[config.mk]
export PLATFORM = sky130hd
export DESIGN_NAME = fetch_unit
export DESIGN_NICKNAME = d
export VERILOG_FILES = /design/src/rtl/fetch_pkg.sv /design/src/rtl/instr_fifo.sv /design/src/rtl/fetch_unit.sv
export SDC_FILE = /design/constraint.sdc
export NUM_CORES = 1
export LEC_CHECK = 0
export CORE_MARGIN = 2
export CORE_UTILIZATION = 50
export CTS_CLUSTER_SIZE = 20
export DETAILED_ROUTE_END_ITERATION = 16
export PLACE_DENSITY_LB_ADDON = 0.2
export SKIP_LAST_GASP = 1
export SYNTH_ARGS = -nofsm -noshare
export SYNTH_HDL_FRONTEND = slang
export SYNTH_HIERARCHICAL = 1
export SYNTH_SLANG_ARGS = --single-unit
[constraint.sdc]
create_clock -name clk -period 15.6 [get_ports clk]
set_input_delay 2.34 -clock clk [delete_from_list [all_inputs] [get_ports clk]]
set_output_delay 2.34 -clock clk [all_outputs]
set_load 0.005 [all_outputs]
[src/rtl/fetch_pkg.sv]
// Shared types and constants for the instruction-fetch stage.
// Holds the NOP word, FSM states, FIFO entry layout and branch decode helper.
package fetch_pkg;

    localparam logic [31:0] NOP = 32'hE320_F000;

    typedef enum logic {
        FETCH,
        DRAIN
    } fetch_state_t;

    typedef struct packed {
        logic [31:0] instr;
        logic [31:0] pc;
    } fetch_entry_t;

    function automatic logic is_branch(input logic [31:0] instr);
        return instr[27:25] == 3'b101;
    endfunction

endpackage

[src/rtl/instr_fifo.sv]
// Power-of-two depth synchronous FIFO of fetched words with their PCs.
// Flush clears pointers and count, so stale entries can never reach the head.
module instr_fifo
    import fetch_pkg::*;
#(
    parameter int DEPTH = 2
) (
    input  logic                     clk,
    input  logic                     rst,
    input  logic                     push,
    input  logic                     pop,
    input  logic                     flush,
    input  fetch_entry_t             wr_data,
    output fetch_entry_t             rd_data,
    output logic                     full,
    output logic                     empty,
    output logic [$clog2(DEPTH):0]   count
);

    localparam int AW = $clog2(DEPTH);
    localparam logic [AW:0] FULL_CNT = (AW + 1)'(DEPTH);

    fetch_entry_t    mem [DEPTH];
    logic [AW-1:0]   rd_ptr;
    logic [AW-1:0]   wr_ptr;
    logic            do_push;
    logic            do_pop;

    assign full    = (count == FULL_CNT);
    assign empty   = (count == '0);
    assign do_pop  = pop && !empty;
    // A push into a full queue is legal only when the head leaves in the same cycle.
    assign do_push = push && (!full || do_pop);
    assign rd_data = mem[rd_ptr];

    always_ff @(posedge clk or posedge rst) begin
        if (rst) begin
            rd_ptr <= '0;
            wr_ptr <= '0;
            count  <= '0;
        end else if (flush) begin
            rd_ptr <= '0;
            wr_ptr <= '0;
            count  <= '0;
        end else begin
            if (do_push) wr_ptr <= wr_ptr + 1'b1;
            if (do_pop)  rd_ptr <= rd_ptr + 1'b1;
            if (do_push && !do_pop)      count <= count + 1'b1;
            else if (do_pop && !do_push) count <= count - 1'b1;
        end
    end

    // NOTE: storage is deliberately not reset; an entry is only ever observed while count says it is valid.
    always_ff @(posedge clk) begin
        if (do_push && !flush) mem[wr_ptr] <= wr_data;
    end

endmodule

[src/rtl/fetch_unit.sv]
// Instruction-fetch stage: owns the PC, runs a single-outstanding imem handshake
// and queues returned words so a downstream stall never loses an instruction.
module fetch_unit
    import fetch_pkg::*;
#(
    parameter logic [31:0] RESET_PC   = 32'h0000_0000,
    parameter int          FIFO_DEPTH = 2
) (
    input  logic        clk,
    input  logic        rst,
    input  logic        sel_stall,
    input  logic        redirect,
    input  logic [31:0] redirect_pc,
    output logic        imem_req,
    output logic [31:0] imem_addr,
    input  logic        imem_ack,
    input  logic [31:0] imem_rdata,
    output logic [31:0] instr_out,
    output logic        branch_out,
    output logic [31:0] pc_out
);

    localparam int CW = $clog2(FIFO_DEPTH) + 1;

    fetch_state_t  state, state_nxt;
    logic [31:0]   pc, pc_nxt;
    logic [31:0]   target, target_nxt;
    logic [31:0]   redirect_tgt;
    logic          req;
    logic          push, pop, flush;
    logic          full, empty;
    logic [CW-1:0] count;
    fetch_entry_t  head;

    assign redirect_tgt = {redirect_pc[31:2], 2'b00};

    // NOTE: every combinational output gets a default first so no path infers a latch.
    always_comb begin
        state_nxt  = state;
        pc_nxt     = pc;
        target_nxt = target;
        req        = 1'b0;
        push       = 1'b0;
        flush      = 1'b0;
        unique case (state)
            FETCH: begin
                req = (count < CW'(FIFO_DEPTH));
                if (redirect) begin
                    flush = 1'b1;
                    // An unacked request cannot be withdrawn; park the target until it returns.
                    if (req && !imem_ack) begin
                        target_nxt = redirect_tgt;
                        state_nxt  = DRAIN;
                    end else begin
                        pc_nxt = redirect_tgt;
                    end
                end else if (req && imem_ack) begin
                    push   = 1'b1;
                    pc_nxt = pc + 32'd4;
                end
            end
            DRAIN: begin
                req = 1'b1;
                if (redirect) begin
                    flush      = 1'b1;
                    target_nxt = redirect_tgt;
                end
                if (imem_ack) begin
                    pc_nxt    = redirect ? redirect_tgt : target;
                    state_nxt = FETCH;
                end
            end
            default: ;
        endcase
    end

    assign pop       = !sel_stall && !empty && !flush;
    assign imem_req  = req && !rst;
    assign imem_addr = pc;

    always_ff @(posedge clk or posedge rst) begin
        if (rst) begin
            state  <= FETCH;
            pc     <= RESET_PC;
            target <= RESET_PC;
        end else begin
            state  <= state_nxt;
            pc     <= pc_nxt;
            target <= target_nxt;
        end
    end

    instr_fifo #(
        .DEPTH(FIFO_DEPTH)
    ) u_fifo (
        .clk     (clk),
        .rst     (rst),
        .push    (push),
        .pop     (pop),
        .flush   (flush),
        .wr_data ('{instr: imem_rdata, pc: pc}),
        .rd_data (head),
        .full    (full),
        .empty   (empty),
        .count   (count)
    );

    assign instr_out  = empty ? NOP   : head.instr;
    assign branch_out = !empty && is_branch(head.instr);
    assign pc_out     = empty ? 32'd0 : head.pc;

    ack_while_full: assert property (@(posedge clk) disable iff (rst)
        !(state == FETCH && imem_ack && full));

endmodule

After elaboration in Yosys (flattened, before gate mapping)
Memory sizes are Yosys's and may differ from the RTL's. Cells that the tools add are included.

Register bits after elaboration: 69. Bits in latches: 0. RAM bits: 128. Memory bits (read-only): 0. Input port bits: 69. Output and inout bits: 98. Word-level logic and storage cells: 76. Memories: 1.

Memory list: u_fifo.mem (words 2, width 64, rd ports 1, clocked after memory_dff 0, wr ports 1, line instr_fifo.sv:23) `fetch_entry_t mem [DEPTH];`.

$add $sub $neg: 5. Multiply operators: 0. Div/mod/pow operators: 0. Magnitude comparators: 1. Equal/unequal tests: 7. Shifts and indexed selects: 0. Multiplexer cells: 29. Bitwise gates (word level): 1. Reductions and logical operators: 26.

Operators with widths (number): two-way mux 32 bit (9); case mux 32 bit (2 select lines) (2); adder 32 x 3 -> 32 bit (second input constant) (1); two-way mux 1 bit (13); logical AND 1 bit (11); logical NOT 1 bit (8); two-way mux 2 bit (3); != test 2 bit (second input constant) (3); != test 3 bit (second input constant) (2); case mux 1 bit (2 select lines) (2); nonzero test 2 bit (2); == test 3 bit (second input constant) (1); AND reduction 3 bit (1); nonzero test 3 bit (1); adder 1 bit (second input constant) (2); adder 2 x 1 -> 2 bit (second input constant) (1); == test 2 bit (second input constant) (1); logical NOT 2 bit (1); < comparator 2 bit (second input constant) (1); AND reduction 2 bit (1); subtractor 2 x 1 -> 2 bit (second input constant) (1); logical OR 1 bit (1); NOT 1 bit (1).

Depth between registers and ports, before layout
Depth after elaboration: 12. Gate-level depth with buffers: 7. Mapped depth without buffers: 6.

Modules after synthesis
Netlist, hierarchy kept.

By module, submodules not included: instr_fifo (times used 1, cells an instance 227, area each 4888.4 um^2, seq. area each 3943.8 um^2); fetch_unit (times used 1, cells an instance 449, area each 4011.3 um^2, seq. area each 1626.6 um^2).

Worst setup path before layout
No wires, ideal clock.

Path type: input -> register. Start point: input port redirect. End point: memory u_fifo/mem[1][0] in the netlist's numbering (enable). Setup time: 578 ps. Arrival time: 8063 ps. Required time: 15022 ps. Setup slack: 6959 ps. Stages: 5. Path buffers: 2. Cell sequence: clkbuf_1 clkbuf_1 nor3_1 o21ai_2 nor3b_1.

Longest elaborated chain between the ends: 9. Elaborated cells between the ends (all ways): 11. Those cells by class: mux: 5; reduce/logical: 6.

Ends and longest elaborated chain: start, declared (line fetch_unit.sv:12) `input logic redirect,`; two-way mux 1 bit (line fetch_unit.sv:48, fetch_unit.sv:64); logical NOT 1 bit (line fetch_unit.sv:77) `assign pop = !sel_stall && !empty && !flush;`; logical AND 1 bit (line fetch_unit.sv:77); via pop (line fetch_unit.sv:30) `logic push, pop, flush;`; logical AND 1 bit (line instr_fifo.sv:31) `assign do_pop = pop && !empty;`; logical OR 1 bit (line instr_fifo.sv:33) `assign do_push = push && (!full || do_pop);`; logical AND 1 bit (line instr_fifo.sv:33); logical AND 1 bit (line instr_fifo.sv:55) `if (do_push && !flush) mem[wr_ptr] <= wr_data;`; two-way mux 1 bit (line instr_fifo.sv:55); two-way mux 1 bit (implied by the code) (line instr_fifo.sv:55); end, declared (line instr_fifo.sv:23).

The timed path passes the listed nets, and every way through them passes these cells.

Final worst setup path
Start point: input port rst. End point: output port imem_req.

Longest elaborated chain between the ends: 2.

Ends and longest elaborated chain: start, declared (line fetch_unit.sv:10) `input logic rst,`; logical NOT 1 bit (no source line); logical AND 1 bit (line fetch_unit.sv:78) `assign imem_req = req && !rst;`; end, declared (line fetch_unit.sv:14) `output logic imem_req,`.

Every way passes these cells.

==> impl_metrics.py <==
metrics = {
    "status": {
        "outcome": "finished clean",
    },
    "clocking": {
        "cts-root-buf": "clkbuf_16",
        "cts_setup_buffers": 0,
        "postCtsHoldBufs": 0,
        "clk_path_buf_depth": 2,
        "cts_tree": "done",
        "clkSinkCount": 197,
        "clk_pin_slew_worst_paths_ns": 0.07,
        "clk-insertion-delay-late_ns": 0.43,
        "cts_resized": 0,
        "htree_levels": 4,
        "cts_made_buffers": 17,
    },
    "placement": {
        "dp_cells": 1034,
        "preCtsSetupSlack_ns": 9.681,
        "dpl-instance-area_um2": 10720,
        "portBuffers": 164,
        "place_congestion": 0.8331,
        "dp_hpwl_um": 13000,
    },
    "timing": {
        "final-max-slew-violation-count": 0,
        "hold_slack_ns": 0.5071,
        "fmax_mhz": 168.4,
        "fin_setup_tns_ns": 0,
        "layout_min_cycle_time_ns": 5.937,
        "finClkSkew_ns": 0.009488,
        "setup_violations": 0,
        "rsz0062_at_grt": "no",
        "fin_crit_sh_pct": 38.06,
        "tightest_slew_ns": 0.8827,
        "slew_headroom_pct": 41.16,
        "hold_viol": 0,
        "setup_ws_ns": 9.663,
    },
    "cells_and_area": {
        "final_common_cell": "clkdlybuf4s50_1",
        "final_util_pct": 65.02,
        "fin_cells": 1066,
        "area_growth_pct": 26.86,
        "nFillCells": 1279,
        "drive_above_1_share_pct": 19.14,
        "layout_common_cells": "163 x clkdlybuf4s50_1, 128 x edfxtp_1, 94 x mux2_2, 68 x dfrtp_1, 60 x nor2b_1",
        "diodes": 0,
        "nets": 898,
        "postLayoutCellArea_um2": 11290,
    },
    "setup_path": {
        "r2r-end": "u_fifo/mem[1][44]$_DFFE_PP_",
        "worst-setup-path-type": "in2out",
        "required_ns": 13.26,
        "start_kind": "input pin",
        "cp_data_arrival_time_ns": 3.60,
        "reg2reg_depth": 5,
        "reg2reg_slack_ns": 12.86,
        "crit_fanout": 3,
        "r2r-start": "u_fifo/count[1]$_DFFE_PP0P_",
        "end_kind": "primary output",
    },
    "min_path": {
        "hold_path_class": "reg2reg",
        "worst_hold_path.endpoint": "target[30]$_DFFE_PP0P_",
        "hp-start": "target[30]$_DFFE_PP0P_",
        "whs_path_depth": 1,
    },
    "floorplan": {
        "core_um2": 17360,
        "placementRows": 48,
        "boundaryPins": 167,
        "die_h_um": 137.4,
        "dieArea_um2": 18870,
        "die_x_um": 137.4,
        "initial_core_util_pct": 51.25,
    },
    "route": {
        "wl_per_cell_um": 18.55,
        "drtPass1Iterations": 5,
        "drt-total-wl_um": 19780,
        "drc": 0,
        "drt_iter0_drc": 497,
        "vias": 6145,
        "vias_per_cell": 5.765,
        "drt.antenna.violating_nets": 0,
    },
    "global_route": {
        "grt_pass1_wl_um": 30680,
        "antenna_found_initial": 0,
        "grt_pass1_vias": 5976,
        "grt_overflow": 0,
        "grt_max_degree": 66,
        "grt_use_total_pct": 21.38,
    },
    "power": {
        "power.total_mw": 1.204,
        "ir_drop_uv": 84.40,
        "power.leakage_nw": 3.965,
        "power_density_nw_per_um2": 106.6,
    },
    "synth": {
        "postSynthAreaPerCell_um2": 13.18,
        "yosys_warnings": 6,
        "syn_inst": 675,
        "synth_area_um2": 8896,
        "synth_fp_nets": 745,
    },
    "flow_run": {
        "drv_cap": 0,
    },
}
how the worst max path moves through the flow:
stage,slack (ns),cells past startpoint,start,to
finish,9.66,3,rst,imem_req
global route,9.63,3,rst,imem_req
CTS,9.67,3,rst,imem_req
detailed placement,9.68,3,rst,imem_req
global placement,9.67,3,rst,imem_req
floorplan,6.96,5,redirect,u_fifo/mem[1][0]$_DFFE_PP_
cell type report:
type	instances	area [um^2]	share of cell area [%]
clock inverters	14	135.1	1.197
repair buffers	177	1734	15.37
multi-input cells	423	3089	27.37
well taps	225	281.5	2.494
clock buffers	18	429.2	3.803
flip-flops and latches	197	5572	49.37
inverters	12	45.04	0.3991
power breakdown:
part           switching, mW  internal (mW)  leakage [nW]
sequential            0.0395          0.594          2.00
clock                  0.184          0.234         0.277
combinational         0.0643         0.0869          1.69
metal layers:
metal / vias to the layer above / wire, um / GRT usage [%]
li1: 2849 / - / -
met1: 3011 / 8544 / 27.98
met2: 250 / 9645 / 35.52
met3: 35 / 1183 / 4.489
met4: 0 / 402 / 7.446
met5: - / 0 / 0
sequential cells by signal, indices dropped and copies added (netlist names):
name           flops
u_fifo/mem       128
imem_addr         32
target            32
u_fifo/count       2
state              1
u_fifo/rd_ptr      1
u_fifo/wr_ptr      1
critical path, cell delays in order:
cell and delay (ns):
clkdlybuf4s50_1 0.49, nor2_1 0.22, clkdlybuf4s50_1 0.55
Power figures use the tool's default switching activity.
